**src/rtl/dmem_pkg.sv**
```systemverilog
// Shared types and default sizing for the buffered data-memory stage.
package dmem_pkg;

    localparam int DATA_W_DEF   = 8;
    localparam int ADDR_W_DEF   = 8;
    localparam int SB_DEPTH_DEF = 4;

    // One posted store at the default word/address widths.
    typedef struct packed {
        logic [ADDR_W_DEF-1:0] addr;
        logic [DATA_W_DEF-1:0] data;
    } sb_entry_t;

    // Pointer width for a power-of-two store buffer of the given depth.
    function automatic int ptr_w(input int depth);
        return (depth > 1) ? $clog2(depth) : 1;
    endfunction

endpackage

```
**src/rtl/dmem_buffered_if.sv**
```systemverilog
// Request/response bundle between the execute stage (master) and the data-memory stage (slave).
interface dmem_buffered_if
    import dmem_pkg::*;
#(
    parameter int DATA_W   = DATA_W_DEF,
    parameter int ADDR_W   = ADDR_W_DEF,
    parameter int SB_DEPTH = SB_DEPTH_DEF
);
    logic                           flush;
    logic                           mem_read;
    logic                           mem_write;
    logic [ADDR_W-1:0]              addr;
    logic [DATA_W-1:0]              wdata;
    logic [DATA_W-1:0]              rdata;
    logic                           rdata_valid;
    logic                           stall;
    logic [$clog2(SB_DEPTH):0]      sb_count;

    modport master (
        output flush, mem_read, mem_write, addr, wdata,
        input  rdata, rdata_valid, stall, sb_count
    );

    modport slave (
        input  flush, mem_read, mem_write, addr, wdata,
        output rdata, rdata_valid, stall, sb_count
    );

endinterface

```
**src/rtl/dmem_store_buffer.sv**
```systemverilog
// Posted-store FIFO with youngest-match address search; head drains every cycle it is non-empty.
// Latency: pushed entry visible to lookup and drain the cycle after push.
// Backpressure: none internally; caller must not push while count == SB_DEPTH.
module dmem_store_buffer
    import dmem_pkg::*;
#(
    parameter  int DATA_W   = DATA_W_DEF,
    parameter  int ADDR_W   = ADDR_W_DEF,
    parameter  int SB_DEPTH = SB_DEPTH_DEF,
    localparam int PTR_W    = ptr_w(SB_DEPTH),
    localparam int CNT_W    = PTR_W + 1
) (
    input  logic              clk,
    input  logic              reset,
    input  logic              push_vld,
    input  logic [ADDR_W-1:0] push_addr,
    input  logic [DATA_W-1:0] push_dat,
    input  logic [ADDR_W-1:0] lookup_addr,
    output logic              hit,
`ifdef DMEM_FWD_EN
    output logic [DATA_W-1:0] hit_dat,
`endif
    output logic              drain_vld,
    output logic [ADDR_W-1:0] drain_addr,
    output logic [DATA_W-1:0] drain_dat,
    output logic [CNT_W-1:0]  count
);

    typedef struct packed {
        logic [ADDR_W-1:0] addr;
        logic [DATA_W-1:0] data;
    } slot_t;

    slot_t             slot_q [SB_DEPTH];
    slot_t             slot_d [SB_DEPTH];
    logic [PTR_W-1:0]  head_q, head_d;
    logic [PTR_W-1:0]  tail_q, tail_d;
    logic [CNT_W-1:0]  count_q, count_d;
    logic [PTR_W-1:0]  idx;

    assign drain_vld  = (count_q != '0);
    assign drain_addr = slot_q[head_q].addr;
    assign drain_dat  = slot_q[head_q].data;
    assign count      = count_q;

    always_comb begin
        slot_d  = slot_q;
        head_d  = head_q;
        tail_d  = tail_q;
        if (push_vld) begin
            slot_d[tail_q] = '{addr: push_addr, data: push_dat};
            tail_d         = tail_q + 1'b1;
        end
        if (drain_vld) begin
            head_d = head_q + 1'b1;
        end
        count_d = count_q + CNT_W'(push_vld) - CNT_W'(drain_vld);
    end

    // Walk oldest to youngest so the last match (youngest) wins; the head is
    // included even though it drains this edge, since the RAM read sees old data.
    always_comb begin
        hit = 1'b0;
`ifdef DMEM_FWD_EN
        hit_dat = '0;
`endif
        idx = head_q;
        for (int k = 0; k < SB_DEPTH; k++) begin
            idx = head_q + PTR_W'(k);
            if ((CNT_W'(k) < count_q) && (slot_q[idx].addr == lookup_addr)) begin
                hit = 1'b1;
`ifdef DMEM_FWD_EN
                hit_dat = slot_q[idx].data;
`endif
            end
        end
    end

    always_ff @(posedge clk) begin
        if (reset) begin
            head_q  <= '0;
            tail_q  <= '0;
            count_q <= '0;
        end else begin
            head_q  <= head_d;
            tail_q  <= tail_d;
            count_q <= count_d;
        end
    end

    always_ff @(posedge clk) begin
        slot_q <= slot_d;
    end

endmodule

```
**src/rtl/dmem_buffered.sv**
```systemverilog
// Data-memory stage: posted stores drain to RAM one per cycle; DMEM_FWD_EN enables store-to-load forwarding.
// Latency: load result registered one cycle after acceptance; stores reach RAM the cycle after they are at the head.
// Backpressure: stall on store into a full buffer; without DMEM_FWD_EN also on a load hitting a pending store.
module dmem_buffered
    import dmem_pkg::*;
#(
    parameter int DATA_W   = DATA_W_DEF,
    parameter int ADDR_W   = ADDR_W_DEF,
    parameter int SB_DEPTH = SB_DEPTH_DEF
) (
    input  logic           clk,
    input  logic           reset,
    dmem_buffered_if.slave bus
);

    localparam int CNT_W = ptr_w(SB_DEPTH) + 1;

    logic              sb_hit;
`ifdef DMEM_FWD_EN
    logic [DATA_W-1:0] sb_hit_dat;
`endif
    logic              drain_vld;
    logic [ADDR_W-1:0] drain_addr;
    logic [DATA_W-1:0] drain_dat;
    logic [CNT_W-1:0]  sb_count;

    logic [DATA_W-1:0] ram_q [2**ADDR_W];
    logic [DATA_W-1:0] ram_rd;
    logic              full;
    logic              stall;
    logic              push_vld;
    logic              load_acc;
    logic [DATA_W-1:0] rdata_q, rdata_d;
    logic              rdata_valid_q, rdata_valid_d;

    dmem_store_buffer #(
        .DATA_W   (DATA_W),
        .ADDR_W   (ADDR_W),
        .SB_DEPTH (SB_DEPTH)
    ) u_sb (
        .clk         (clk),
        .reset       (reset),
        .push_vld    (push_vld),
        .push_addr   (bus.addr),
        .push_dat    (bus.wdata),
        .lookup_addr (bus.addr),
        .hit         (sb_hit),
`ifdef DMEM_FWD_EN
        .hit_dat     (sb_hit_dat),
`endif
        .drain_vld   (drain_vld),
        .drain_addr  (drain_addr),
        .drain_dat   (drain_dat),
        .count       (sb_count)
    );

    // A read paired with a write is dropped, so only a pure load can stall on a hit.
    always_comb begin
        full  = (sb_count == CNT_W'(SB_DEPTH));
        stall = bus.mem_write & full;
`ifndef DMEM_FWD_EN
        stall = stall | (bus.mem_read & ~bus.mem_write & sb_hit);
`endif
        push_vld      = bus.mem_write & ~bus.flush & ~stall;
        load_acc      = bus.mem_read & ~bus.mem_write & ~bus.flush & ~stall;
        ram_rd        = ram_q[bus.addr];
        rdata_valid_d = load_acc;
        rdata_d       = rdata_q;
        if (load_acc) begin
`ifdef DMEM_FWD_EN
            rdata_d = sb_hit ? sb_hit_dat : ram_rd;
`else
            rdata_d = ram_rd;
`endif
        end
    end

    // Reset discards the queued stores, including the head that would drain this edge.
    always_ff @(posedge clk) begin
        if (!reset && drain_vld) begin
            ram_q[drain_addr] <= drain_dat;
        end
    end

    always_ff @(posedge clk) begin
        if (reset) begin
            rdata_q       <= '0;
            rdata_valid_q <= 1'b0;
        end else begin
            rdata_q       <= rdata_d;
            rdata_valid_q <= rdata_valid_d;
        end
    end

    assign bus.stall       = stall;
    assign bus.rdata       = rdata_q;
    assign bus.rdata_valid = rdata_valid_q;
    assign bus.sb_count    = sb_count;

endmodule

```
**src/flat_wrapper.sv**
```systemverilog
// flat-port wrapper written by rule: the top's interface ports become plain ports
module dmem_buffered_flat import dmem_pkg::*;
#(
    parameter int DATA_W   = DATA_W_DEF,
    parameter int ADDR_W   = ADDR_W_DEF,
    parameter int SB_DEPTH = SB_DEPTH_DEF
)
  (clk, reset, bus_flush, bus_mem_read, bus_mem_write, bus_addr, bus_wdata, bus_rdata, bus_rdata_valid, bus_stall, bus_sb_count);
  dmem_buffered_if #(.DATA_W(DATA_W), .ADDR_W(ADDR_W), .SB_DEPTH(SB_DEPTH)) bus_i ();
  input  logic clk;
  input  logic reset;
  input wire logic [$bits(bus_i.flush)-1:0] bus_flush;
  input wire logic [$bits(bus_i.mem_read)-1:0] bus_mem_read;
  input wire logic [$bits(bus_i.mem_write)-1:0] bus_mem_write;
  input wire logic [$bits(bus_i.addr)-1:0] bus_addr;
  input wire logic [$bits(bus_i.wdata)-1:0] bus_wdata;
  output wire logic [$bits(bus_i.rdata)-1:0] bus_rdata;
  output wire logic [$bits(bus_i.rdata_valid)-1:0] bus_rdata_valid;
  output wire logic [$bits(bus_i.stall)-1:0] bus_stall;
  output wire logic [$bits(bus_i.sb_count)-1:0] bus_sb_count;
  assign bus_i.flush = bus_flush;
  assign bus_i.mem_read = bus_mem_read;
  assign bus_i.mem_write = bus_mem_write;
  assign bus_i.addr = bus_addr;
  assign bus_i.wdata = bus_wdata;
  assign bus_rdata = bus_i.rdata;
  assign bus_rdata_valid = bus_i.rdata_valid;
  assign bus_stall = bus_i.stall;
  assign bus_sb_count = bus_i.sb_count;
  dmem_buffered #(.DATA_W(DATA_W), .ADDR_W(ADDR_W), .SB_DEPTH(SB_DEPTH)) u_core (.clk(clk), .reset(reset), .bus(bus_i));
endmodule
```
**config.mk**
```make
export PLATFORM = sky130hd
export DESIGN_NAME = dmem_buffered_flat
export DESIGN_NICKNAME = d
export VERILOG_FILES = /design/src/rtl/dmem_pkg.sv /design/src/rtl/dmem_buffered_if.sv /design/src/rtl/dmem_store_buffer.sv /design/src/rtl/dmem_buffered.sv /design/src/flat_wrapper.sv
export SDC_FILE = /design/constraint.sdc
export NUM_CORES = 2
export LEC_CHECK = 0
export CAP_MARGIN = 20
export CORE_ASPECT_RATIO = 1.25
export CORE_MARGIN = 8
export CORE_UTILIZATION = 45
export DETAILED_ROUTE_END_ITERATION = 10
export GPL_TIMING_DRIVEN = 0
export SYNTH_ARGS = -nofsm -noshare
export SYNTH_HDL_FRONTEND = slang
export SYNTH_SLANG_ARGS = --single-unit
```
**constraint.sdc**
```tcl
create_clock -name clk -period 4.15 [get_ports clk]
set_input_delay 0.83 -clock clk [delete_from_list [all_inputs] [get_ports clk]]
set_output_delay 0.83 -clock clk [all_outputs]
set_load 0.02 [all_outputs]
```
# Word level (Yosys, flattened, before mapping)
# Memory sizes are Yosys's and may differ from the RTL's. A register that Yosys moved wholly into a read port is not among the register bits.
# Cells that the tools add are included.
[totals]
reg_bits = 72
ramBits = 2048
in_bits = 21
out_inout_bits = 13
mem_count = 1
[memory_table]
columns = ["name", "depth", "word_bits", "read_ports", "rd_ports_with_merged_regs", "write_ports", "line", "rtl"]
rows = [
  ["u_core.ram_q", 256, 8, 1, 1, 1, "dmem_buffered.sv:27", "logic [DATA_W-1:0] ram_q [2**ADDR_W];"],
]
[classes]
addsub = 6
order_cmp = 10
n_eq_ne = 5
n_mux = 21
n_bitwise = 16
reduce_logical = 8
[ops]
columns = ["op", "n"]
rows = [
  ["$mux W16", 9],
  ["$bmux W16 S2", 4],
  ["$bwmux W64", 1],
  ["$demux W16 S2", 1],
  ["$eq A8 B8 Y1", 4],
  ["$ge A3 B3 Y1 const B", 5],
  ["$not A2 Y3", 5],
  ["$and A1 B1 Y1", 7],
  ["$logic_and A1 B1 Y1", 6],
  ["$lt A1 B3 Y1 const A", 2],
  ["$lt A2 B3 Y1 const A", 2],
  ["$mux W1", 6],
  ["$add A2 B1 Y2 const B", 2],
  ["$add A2 B2 Y2 const B", 2],
  ["$add A3 B1 Y3", 1],
  ["$eq A3 B3 Y1 const B", 1],
  ["$lt A3 B1 Y1 const B", 1],
  ["$not A1 Y1", 3],
  ["$reduce_bool A3 Y1", 1],
  ["$sub A3 B1 Y3", 1],
  ["$logic_not A1 Y1", 1],
  ["$or A1 B1 Y1", 1],
]

# Logic depth before layout (Yosys ltp)
[depth]
word_depth = 16
mapped_depth = 14
ltp_nobuf = 10

# Hierarchy
# A second synthesis with hierarchy kept.
[hier_totals]
hier_cells = 4092
hier_area_um2 = 84347.1
[by_module_without_submodules]
columns = ["module", "instances", "cells_each", "area_each_um2", "seq_area_each_um2"]
rows = [
  ["dmem_buffered", 1, 3879, 80721.2, 61679.2],
  ["dmem_store_buffer", 1, 213, 3626.0, 2062.0],
]

# Worst setup path after synthesis
# OpenSTA, ideal clock, no wires.
[synth_timing]
path_kind = "register -> register"
from = "register u_core.u_sb.head_q[1]"
to = "memory u_core.ram_q[0][0] in the netlist's numbering (data pin)"
setup_time_ns = 0.551
arrival_ns = 3.390
setup_slack_ns = 0.208
stages_incl_launch_ff = 7
path_buffers = 5
synth_period_minus_slack_ns = 3.942
path_cell_list = "dfxtp_1 -> buf_2 -> buf_2 -> buf_2 -> buf_4 -> clkbuf_1 -> mux4_2"
[synth_via]
elab_chain_len = 4
[synth_rtl]
columns = ["item", "line", "rtl"]
rows = [
  ["start, declared", "dmem_store_buffer.sv:36", "logic [PTR_W-1:0] head_q, head_d;"],
  ["start signal, assigned", "dmem_store_buffer.sv:81", "head_q <= '0;"],
  ["start signal, assigned", "dmem_store_buffer.sv:85", "head_q <= head_d;"],
  ["$not A2 Y3 (implied by the code)", "dmem_store_buffer.sv:43", "assign drain_dat = slot_q[head_q].data;"],
  ["$bmux W16 S2", "dmem_store_buffer.sv:43", ""],
  ["$mux W16 (2 in series)", "n/a", ""],
  ["net u_core.drain_dat[0]", "dmem_buffered.sv:24", "logic [DATA_W-1:0] drain_dat;"],
  ["end, declared", "dmem_buffered.sv:27", ""],
]
# The timed path passes the listed nets, and every way through them passes these cells. The select of a mux whose other input is x is not followed.

# Worst setup path after layout
[layout_timing]
from = "register u_core.u_sb.head_q[1]"
to = "memory u_core.ram_q[47][1] in the netlist's numbering (enable)"
[layout_via]
elab_chain_len = 4
[layout_rtl]
columns = ["item", "line", "rtl"]
rows = [
  ["$not A2 Y3 (implied by the code)", "dmem_store_buffer.sv:42", "assign drain_addr = slot_q[head_q].addr;"],
  ["$bmux W16 S2", "dmem_store_buffer.sv:42", ""],
  ["$mux W16 (implied by the code) (2 in series)", "dmem_store_buffer.sv:42", ""],
]
# No other way between the ends. The select of a mux whose other input is x is not followed.

==> flow_summary.ini <==
[flow_run]
cap_violations = 0

[layout]
syn_to_final_growth_pct = 14.9
nets = 4641
utilization = 0.519
finalInstanceArea_um2 = 96500
layout-drive-gt1-share = 0.250
nFillCells = 14500

[clock_network]
cts_tree = yes
cts_max_level = 4
path_clk_slew_ps = 70
cts-root-buf = clkbuf_16
numCtsBuffers = 195
cts.sinks = 2128
worstSkewPairLatency_ps = 880
cts_buffer_depth = 3
holdBufCountCts = 0

[critical_path]
critPathKind = flop to flop
rr_startpoint = u_core.u_sb.head_q[1]$_SDFFE_PP0N_
worstPathRequired_ps = 4640
critPathMaxFanout = 11
critPathCaptureType = flop
r2r_slack_ps = -220
crit-reg2reg-capture = u_core.ram_q[47][1]$_DFFE_PP_
reg2reg_depth = 10
crit_start = u_core.u_sb.head_q[1]$_SDFFE_PP0N_
cp-start-kind = flop
crit_arrival_ps = 4860

[logic_synthesis]
synth.avg_cell_area_um2 = 19.5
synthCells = 4308
synthAdderAreaFrac = 0.00143
synth_xor_xnor_area_share = 0.00375
synth_top_area_frac = 0.755
synth-seq-area-share = 0.759
synth_compound_area_frac = 0.0338
synthArstFlopShare = 0
synth_edf_count = 2112
synth_seq_cells = 2128
yosys.area_share.simple = 0.0358
ys_warn_count = 0
netlist_area_um2 = 84000
syn_nets = 4338
synth_cell_types = 61
yosysMostFrequentCell = edfxtp_1
synth_top_family_by_area = multiplexers
ys_top_cells_by_count = edfxtp_1, mux2i_1, mux4_2
synth_mux_area_frac = 0.150
synth_top_area_cell = edfxtp_1
synth-main-ff-cell = edfxtp_1
synthTopCellsByArea = edfxtp_1, mux4_2, mux2i_1

[timing]
fmax_ghz = 0.229
worst_slew_pin_slew_ps = 1190
hold_viol = 0
layout_setup_ws_ps = -224
finalClockSkew_ps = 52.5
fin_crit_ps = 4370
period_share = 1.05
setup_viol = 690
max_slew_margin = 0.202
final_max_slew_viol_count = 0
grt_setup_unrepaired = true

[die]
initial_core_util = 0.452
die_y_um = 499
io-pin-count = 34
dieArea_um2 = 201000
core_um2 = 186000
num_rows = 177
die_w_um = 403

[placement]
portBuffers = 32
hpwl_mm = 186
place_congestion = 0.940
post-place-ws_ps = -2380
dpl-instance-area_um2 = 88700

[drt]
drt-pass1-iter-count = 6
wire_per_inst_um = 37.9
vias = 46100
wl_mm = 273
via_per_inst = 6.40
drc = 0
drt_iter0_markers = 6082
ant_nets = 0

[power]
power.density_nw_per_um2 = 551
leakage_nw = 30.3
ir_drop_mv = 0.478

[hold_path]
holdPathStages = 2
hold-path-endpoint = u_core.u_sb.count[1]$_SDFF_PP0_
hold_start = reset
hold_path_class = primary input to flop

[global_route]
grt_pass1_vias = 45000
antenna_found_initial = 9
grt.total_usage = 0.264
grt_first_pass_wirelength_mm = 368
grt_overflow = 0
grt_max_degree = 95

[run_status]
violations = negative setup slack
outcome = finished, violations left
[worst max path at each step]
stage,to,slack [ps],cells after the start
finish,u_core.ram_q[47][1]$_DFFE_PP_,-220,10
global route,u_core.ram_q[41][5]$_DFFE_PP_,-260,10
CTS,u_core.ram_q[24][3]$_DFFE_PP_,-220,10
detailed placement,u_core.bus.rdata[4]$_SDFFE_PP0P_,-2380,12
global placement,u_core.bus.rdata[7]$_SDFFE_PP0P_,-3290,11
floorplan,u_core.ram_q[0][0]$_DFFE_PP_,210,6
[metal layers]
| layer | global-route usage | share of wire | up-vias |
|---|---|---|---|
| met2 | 0.424 | 0.47 | 2816 |
| met3 | 0.0561 | 0.094 | 699 |
| met5 | 0 | 0.000055 | - |
| met4 | 0.167 | 0.075 | 4 |
| li1 | - | - | 18300 |
| met1 | 0.329 | 0.36 | 24300 |
[stage by stage]
step / power, W / hold slack (ps) / std cells / TNS, ps
floorplan: 0.0313 / 514 / 4308 / 0
finish: 0.0532 / 378 / 7196 / -61130
detailed placement: 0.0353 / 529 / 6825 / -468180
global placement: 0.0350 / 531 / 6756 / -6562190
CTS: 0.0529 / 327 / 7184 / -51960
global route: 0.0542 / 383 / 7192 / -84000
[sequential cells by signal, indices dropped and copies added (netlist names)]
name                    flops
u_core.bus.rdata            8
u_core.bus.rdata_valid      1
u_core.ram_q             2048
u_core.u_sb.count           3
u_core.u_sb.head_q          2
u_core.u_sb.slot_q         64
u_core.u_sb.tail_q          2
[critical path: stages (launching register included)]
cell and delay, ps:
dfxtp_1 310, buf_2 210, buf_4 230, buf_2 210, buf_4 210, clkbuf_2 360
o21a_1 310, nor2_1 620, nand2_1 420, clkbuf_1 490, nor2_2 620
[layout make-up]
| class | instances | area, um^2 | area share |
|---|---|---|---|
| Inverter | 19 | 73.8 | 0.000765 |
| Tap cell | 2416 | 3020 | 0.0313 |
| Multi-Input combinational cell | 1901 | 20100 | 0.209 |
| Timing Repair Buffer | 111 | 1700 | 0.0176 |
| Sequential cell | 2128 | 63700 | 0.660 |
| Antenna cell | 5 | 12.5 | 0.000130 |
| Clock buffer | 246 | 5140 | 0.0533 |
| Buffer | 255 | 1680 | 0.0174 |
| Clock inverter | 115 | 1020 | 0.0105 |
[cell families (layout without fill, tap and decap cells)]
group,Yosys count,in the layout
muxes,797,798
other,0,5
xor gates and xnor gates,36,36
DFF,2128,2128
buffers and inverters,280,746
AOI/OAI and AO/OA,399,399
and+or+nand+nor,659,659
adders and majority gates,9,9
[power breakdown]
group	switching, W	leakage [nW]	internal [W]
combinational	0.00656	8.17	0.00221
clock	0.00810	2.99	0.00956
sequential	0.0000743	19.1	0.0267
total	0.0147	30.3	0.0384
[cells in the final DEF (no fill, tap or decap), types with 15 or more instances in the layout]
cell type and n:
clkdlybuf4s50_1 29, mux2_2 24, nor3_1 50, buf_8 31
nor2_4 76, xnor2_1 28, mux4_2 355, nor2_1 112
edfxtp_1 2112, mux2i_1 397, clkinv_1 41, a21oi_1 53
buf_2 39, nor2_2 120, dfxtp_1 15, inv_1 17
a22oi_1 142, buf_6 50, clkbuf_16 196, nand2_1 70
buf_4 52, clkinv_2 36, nand4_1 17, clkbuf_2 41
o221ai_1 29, o22ai_1 89, nor2b_1 28, buf_16 27
nand3_1 85, clkbuf_1 117
[repair_timing]
action,4_1_cts,5_1_grt
gates resized for setup,327,181
pin swaps,6,4
buffers inserted,1,7
gates cloned,1,0
endpoints found under the setup margin,1651,1584
No activity file was read; power rests on OpenSTA's default activity.
